### src/rtl/pbl_pkg.sv
// Constants and state encoding shared by the packing stage of the bottle line.
package pbl_pkg;

  typedef enum logic [1:0] {
    ESPERA_CAIXA = 2'b00,
    ENCHENDO     = 2'b01,
    LIBERANDO    = 2'b10,
    ALARME       = 2'b11
  } estado_t;

  localparam logic [3:0] DUZIA   = 4'd12;
  localparam logic [3:0] BCD_MAX = 4'd9;

endpackage

### src/rtl/modulo_contador_bcd_2digitos.sv
// Two-digit BCD event counter, 00..99 with silent wrap; shared with the display path.
module modulo_contador_bcd_2digitos
  import pbl_pkg::*;
(
  input  logic       clk,
  input  logic       reset,
  input  logic       inc,
  output logic [3:0] dezena,
  output logic [3:0] unidade
);

  logic [3:0] dezena_q, dezena_d;
  logic [3:0] unidade_q, unidade_d;

  always_comb begin
    dezena_d  = dezena_q;
    unidade_d = unidade_q;
    if (inc) begin
      if (unidade_q == BCD_MAX) begin
        unidade_d = '0;
        dezena_d  = (dezena_q == BCD_MAX) ? '0 : dezena_q + 4'd1;
      end else begin
        unidade_d = unidade_q + 4'd1;
      end
    end
  end

  always_ff @(posedge clk) begin
    if (reset) begin
      dezena_q  <= '0;
      unidade_q <= '0;
    end else begin
      dezena_q  <= dezena_d;
      unidade_q <= unidade_d;
    end
  end

  assign dezena  = dezena_q;
  assign unidade = unidade_q;

endmodule

### src/rtl/modulo_encaixotador_duzias.sv
// Packing stage: loads sealed bottles into boxes of a dozen, handshakes the box
// conveyor, counts completed boxes in BCD and flags bottles arriving with no box.
module modulo_encaixotador_duzias
  import pbl_pkg::*;
(
  input  logic       clk,
  input  logic       reset,
  input  logic       enable,
  input  logic       garrafa_vedada,
  input  logic       caixa_presente,
  input  logic       caixa_liberada,
  output logic       esteira_caixa,
  output logic       caixa_cheia,
  output logic       al_caixa,
  output logic [3:0] garrafas_na_caixa,
  output logic [3:0] caixas_dezena,
  output logic [3:0] caixas_unidade,
  output logic [1:0] estado
);

  estado_t    estado_q, estado_d;
  logic [3:0] garrafas_q, garrafas_d;
  logic       g_r_q;
  logic       ev;
  logic       inc_caixa;

  // Edge register tracks the input even while frozen, so a level held across
  // an enable toggle never produces a late event.
  always_ff @(posedge clk) begin
    if (reset) g_r_q <= 1'b0;
    else       g_r_q <= garrafa_vedada;
  end

  assign ev = garrafa_vedada & ~g_r_q;

  always_comb begin
    estado_d   = estado_q;
    garrafas_d = garrafas_q;
    inc_caixa  = 1'b0;
    unique case (estado_q)
      ESPERA_CAIXA: if (enable) begin
        if (caixa_presente) begin
          estado_d = ENCHENDO;
          if (ev) garrafas_d = garrafas_q + 4'd1;
        end else if (ev) begin
          estado_d = ALARME;
        end
      end
      ENCHENDO: if (enable) begin
        if (!caixa_presente) begin
          estado_d = ALARME;
        end else if (ev) begin
          garrafas_d = garrafas_q + 4'd1;
          if (garrafas_q == DUZIA - 4'd1) begin
            estado_d  = LIBERANDO;
            inc_caixa = 1'b1;
          end
        end
      end
      LIBERANDO: if (enable) begin
        if (ev) begin
          estado_d = ALARME;
        end else if (caixa_liberada && !caixa_presente) begin
          estado_d   = ESPERA_CAIXA;
          garrafas_d = '0;
        end
      end
      ALARME: if (!enable) begin
        estado_d   = ESPERA_CAIXA;
        garrafas_d = '0;
      end
      default: estado_d = ESPERA_CAIXA;
    endcase
  end

  always_ff @(posedge clk) begin
    if (reset) begin
      estado_q   <= ESPERA_CAIXA;
      garrafas_q <= '0;
    end else begin
      estado_q   <= estado_d;
      garrafas_q <= garrafas_d;
    end
  end

  modulo_contador_bcd_2digitos u_contador_caixas (
    .clk     (clk),
    .reset   (reset),
    .inc     (inc_caixa),
    .dezena  (caixas_dezena),
    .unidade (caixas_unidade)
  );

  assign esteira_caixa     = enable & ((estado_q == ESPERA_CAIXA) | (estado_q == LIBERANDO));
  assign caixa_cheia       = (estado_q == LIBERANDO);
  assign al_caixa          = (estado_q == ALARME);
  assign garrafas_na_caixa = garrafas_q;
  assign estado            = estado_q;

endmodule

### config.mk
export PLATFORM = sky130hd
export DESIGN_NAME = modulo_encaixotador_duzias
export DESIGN_NICKNAME = d
export VERILOG_FILES = /design/src/rtl/pbl_pkg.sv /design/src/rtl/modulo_contador_bcd_2digitos.sv /design/src/rtl/modulo_encaixotador_duzias.sv
export SDC_FILE = /design/constraint.sdc
export NUM_CORES = 1
export LEC_CHECK = 0
export BUFFER_PORTS_ARGS = -buffer_cell sky130_fd_sc_hd__buf_4
export CORE_MARGIN = 3
export CORE_UTILIZATION = 50
export CTS_BUF_LIST = sky130_fd_sc_hd__clkbuf_8
export DETAILED_ROUTE_END_ITERATION = 8
export GPL_ROUTABILITY_DRIVEN = 0
export MAX_ROUTING_LAYER = met4
export PLACE_DENSITY = 0.76
export SYNTH_ARGS = -nofsm -noshare
export SYNTH_HDL_FRONTEND = slang
export SYNTH_SLANG_ARGS = --single-unit
### constraint.sdc
create_clock -name clk -period 2.88 [get_ports clk]
set_input_delay 0.432 -clock clk [delete_from_list [all_inputs] [get_ports clk]]
set_output_delay 0.432 -clock clk [all_outputs]
set_load 0.005 [all_outputs]
* Yosys cells after proc, flatten, opt, wreduce, memory -nomap -nowiden
Index checks and enable logic that the tools add are counted.
** Cells by class
- Add/subtract/negate cells :: 3
- Eq/ne operators :: 19
- Mux-type cells :: 27
- Bitwise logic cells :: 4
- Reductions and logical operators :: 7
** Operators by type and width (count)
- two-way mux 4 bit :: 9
- two-way mux 2 bit :: 11
- adder 4 x 1 -> 4 bit, second input constant :: 3
- == test 4 bit, second input constant :: 3
- case mux 4 bit (3 select lines) :: 1
- inequality test 2 bit, second input constant :: 5
- inequality test 3 bit, second input constant :: 3
- inequality test 2 x 1 -> 1 bit, second input constant :: 4
- case mux 2 bit (4 select lines) :: 1
- AND reduction 8 bit :: 1
- AND reduction 7 bit :: 1
- two-way mux 1 bit :: 5
- == test 2 bit, second input constant :: 2
- inequality test 3 x 1 -> 1 bit, second input constant :: 1
- AND 1 bit :: 2
- == test 2 x 1 -> 1 bit, second input constant :: 1
- logical NOT 2 bit :: 1
- AND reduction 2 bit :: 1
- OR reduction 2 bit :: 1
- logical AND 1 bit :: 1
- logical NOT 1 bit :: 1
- NOT 1 bit :: 1
- OR 1 bit :: 1
** Storage, ports and cells
- Flip-flop bits (word level) :: 15
- Input port bits :: 6
- Output and inout port bits :: 17
- Logic and storage cells :: 65

* Logic depth before layout (Yosys ltp)
- Word-level depth :: 7
- Mapped depth :: 7

* Hierarchy
A second synthesis with hierarchy kept.
** Unflattened totals
- Cells, all modules :: 88
- Area, all modules :: 782.0 sq um
** Modules (own cells, without submodules)
- modulo_encaixotador_duzias :: times used 1, cells an instance 45, area an instance 391.6 sq um, sequential area each 140.1 sq um
- modulo_contador_bcd_2digitos :: times used 1, cells an instance 43, area an instance 390.4 sq um, sequential area each 160.2 sq um

* Worst setup path before layout
No wires, ideal clock.
- Kind :: flip-flop to flip-flop
- Start :: reg estado_q[1] (netlist: estado[1])
- End :: reg u_contador_caixas.dezena_q[2] (netlist: u_contador_caixas.dezena[2])
- Library setup time :: 0.121 ns
- Arrival :: 1.531 ns
- Data required time :: 2.759 ns
- Setup slack :: 1.228 ns
- Stages on the path, launching flop included :: 8
- Path buffers :: 3
- Period minus slack after synthesis :: 1.652 ns
- Cell sequence :: dfxtp_1 buf_6 nor4bb_1 buf_4 and3_1 buf_6 nand4_4 mux2_4
** Between the ends
- Cells in the longest elaborated chain, start to end :: 3
** Ends and longest elaborated chain
- from (decl) :: line modulo_encaixotador_duzias.sv:21 : estado_t estado_q, estado_d;
- from (signal assigned) :: line modulo_encaixotador_duzias.sv:81 : estado_q <= estado_d;
- == test 2 x 1 -> 1 bit :: line modulo_encaixotador_duzias.sv:40 : unique case (estado_q)
- two-way mux 1 bit :: line modulo_encaixotador_duzias.sv:40
- AND reduction 2 bit (no line)
- to (signal assigned) :: line modulo_contador_bcd_2digitos.sv:33 : dezena_q <= dezena_d;
- to (decl) :: line modulo_contador_bcd_2digitos.sv:12 : logic [3:0] dezena_q, dezena_d;
Every way passes these cells.
A chain may end at the register's enable or synchronous reset.

* Worst setup path after layout
- Start :: reg estado_q[0] (netlist: estado[0])
- End :: reg u_contador_caixas.dezena_q[2] (netlist: u_contador_caixas.dezena[2])
The elaborated chain is that of the path after synthesis.

==> results by group <==
Status
  – Outcome: complete, no violations

Place
  – Area after DPL: around 0.0011 mm²
  – I/O Buffers: 22
  – Dpl hpwl: 1.49 mm

Logic synthesis
  – Cell variety after synth: 43
  – Average footprint of a synthesized cell: 8.45 µm²
  – Prevailing post-synth register cell: dfxtp_1
  – Sequential fraction of the synthesis area: 32.3%
  – Top cells by count, synth: dfxtp_1, a21oi_1, nor2_1, inv_1, nor2b_1
  – Area share of the largest cell type after synthesis: between 30% and 40%
  – Synth Cell Area: roughly 930 µm²
  – Top-count cell post-synth: dfxtp_1
  – Post-synth EDFFs: 0
  – Top post-synthesis cells by area: dfxtp_1, a21oi_1, nor2b_1, nor2_1, and3_1
  – Synthesized Nets: 117
  – Synth warnings: 0
  – Yosys reg bits: 15
  – Post-synthesis async set-or-reset flop share: 0%
  – Cells after Synth: 110
  – Largest area contributor in the netlist: dfxtp_1

Min path
  – Min-delay worst type: in2reg
  – Hold_sp: garrafa_vedada

Die
  – Initial Utilization: 57.1%
  – Rows: 14
  – Core Area: 0.00163 mm²
  – Die H: 49.1 µm
  – Number of I/O pins: 23
  – Die ar.: roughly 0.0024 mm²
  – Die Wd: 49.1 µm

Layout
  – Final instance area: 0.00113 mm²
  – # diodes: 0
  – Nets: 138
  – Area grow syn2layout: 21.1%
  – # fillers: 152
  – Share of layout cells above drive strength 1: 25.4%

Drt
  – Residual DRC count: 0
  – Met3 Routed Length: between 150 and 200 µm
  – Wire per inst: 13.5 µm
  – WL met1: 984 µm
  – Met2 Wirelength: about 900 µm
  – Vias: 894
  – Iteration count of the initial detailed-routing pass: 4
  – Post-DRT Antenna Nets: 0
  – Top sig layer: met4
  – Final WL: 2.09 mm
  – Initial DRC count: 24
  – Avg Vias per Cell: 5.81

STA
  – Tcrit/Tclk final: 61.6%
  – Top achievable clock speed: 563 MHz
  – Fin crit period: ~1800 ps
  – Slew @ Worst Pin: between 400 and 500 ps
  – Final setup fails: 0
  – TNS Setup: 0 ps
  – Post-route clock skew: around 3.9 ps
  – Final hold violations: 0
  – Final max-slew violation count: 0
  – Worst relative slew slack: between 70 and 80%
  – RSZ-0062 raised after global routing: no

Clocking
  – CTS clk-pin slew, worst paths: about 60 ps
  – # resized after CTS: 0
  – Total CTS buffers: 3
  – CTS Root Cell: clkbuf_8
  – Max clock buf depth: 2
  – Clock insertion delay at the later pin of the skew report: ~250 ps
  – # hold bufs at CTS: 0
  – Clock Sinks: 15
  – CTS tree: yes
  – H-Tree Depth: 1
  – Setup bufs post-CTS: 0

Global routing
  – Vias in the first global route: 753
  – Largest net degree at the start of global routing: 20
  – GRT Util Overall: 17.3%
  – First-pass GRT wire length: 3.22 mm
  – Initial antenna violation count: 0
  – Total grt overflow: 0

Power and ir drop
  – Register share of total power: roughly 45%
  – Pwr dens: 506 mW/mm²
  – Clock network power share: 30.1%
  – Net Sw Frac: 31.5%
  – Int Power: 0.391 mW
  – Psw: 0.180 mW
  – Gate power share: 25.1%
  – Max VDD drop: 0.000431 V
  – Pleak: 0.487 nW

Setup path
  – Crit. End Element: flip-flop
  – Worst Setup SP: estado[0]
  – Critical path required time: 3020 ps
  – Type of origin of the critical path: flip-flop
  – Reg-to-reg startpoint: estado[0]
  – Arrival @ worst endpoint: 1910 ps
  – Crit-path max FO: 14
  – Critical path class: reg2reg

Job
  – Max cap viols: 0
==> routing by layer <==
metal  vias to the layer above  GRT usage [%]
met5                         -              -
met4                         0           9.48
li1                        450              -
met2                        31           26.8
met1                       409           20.6
met3                         4           3.98
==> final cells by class <==
class	instances	area [µm²]	share of cell area, %
flip-flops and latches	15	300	26.7
clock buffers	3	41.3	3.67
repair buffers	23	173	15.3
clock inverters	1	3.75	0.333
well taps	24	30.0	2.67
multi-input cells	82	556	49.3
inverters	6	22.5	2.00
==> through the flow <==
step | utilization, % | hold slack (ps) | power [mW] | cells | setup slack [ps]
global placement | 66.4 | 487 | 0.399 | 150 | 1050
floorplan | - | 483 | 0.356 | 110 | 1230
CTS | 69.1 | 413 | 0.573 | 154 | 1090
finish | 69.1 | 414 | 0.570 | 154 | 1100
global route | 69.1 | 440 | 0.603 | 154 | 1000
detailed placement | 66.4 | 506 | 0.403 | 150 | 1020
==> registers in the layout (all words and copies together), names as in the netlist <==
signal / cells
u_contador_caixas.unidade: 4
garrafas_na_caixa: 4
u_contador_caixas.dezena: 4
estado: 2
g_r_q: 1
==> worst max-delay path, stage by stage, from the launching register on <==
cell and delay, ps:
dfxtp_1 580, and4b_2 350, and3_1 310, nand4_4 120, mux2_4 300
==> final timing paths <==
check / to / slack (ps) / cells past startpoint
worst max register to register: u_contador_caixas.dezena[2] / 1100 / 4
worst min-delay path: g_r_q / 410 / 2
worst min register to register: u_contador_caixas.unidade[1] / 520 / 2
worst max-delay path: u_contador_caixas.dezena[2] / 1100 / 4
==> logic make-up after synthesis <==
kind of cell	after synthesis	share of synthesized area (%)
simple gates	46	31.9
compound gates	32	23.0
flops	15	32.3
mux	1	1.61
buf+inv	13	7.94
fa+ha+maj	1	1.35
xor+xnor	2	1.88
==> cell usage in the layout (no fill, tap or decap), types with 2 or more instances in the layout <==
cell and instances:
and3_1 4, nand2_1 4, nor2_1 8, a21oi_1 9
o21a_1 2, o31ai_1 2, clkbuf_8 3, nand3b_1 2
inv_1 7, dfxtp_1 15, nor2b_1 6, nand4_1 3
nor3_1 2, nand3_1 3, o32ai_1 2, o21ai_0 4
o211ai_1 2, buf_4 23, a211oi_1 2, or3_1 3
and3b_1 2, a31oi_1 3
==> power groups by stage <==
stage | logic (mW) | registers, mW | clock network (mW)
finish | 0.143 | 0.255 | 0.172
global route | 0.157 | 0.262 | 0.184
CTS | 0.143 | 0.256 | 0.173
detailed placement | 0.142 | 0.261 | 0
global placement | 0.141 | 0.258 | 0
floorplan | 0.121 | 0.235 | 0
(Power assumes the default switching activity.)
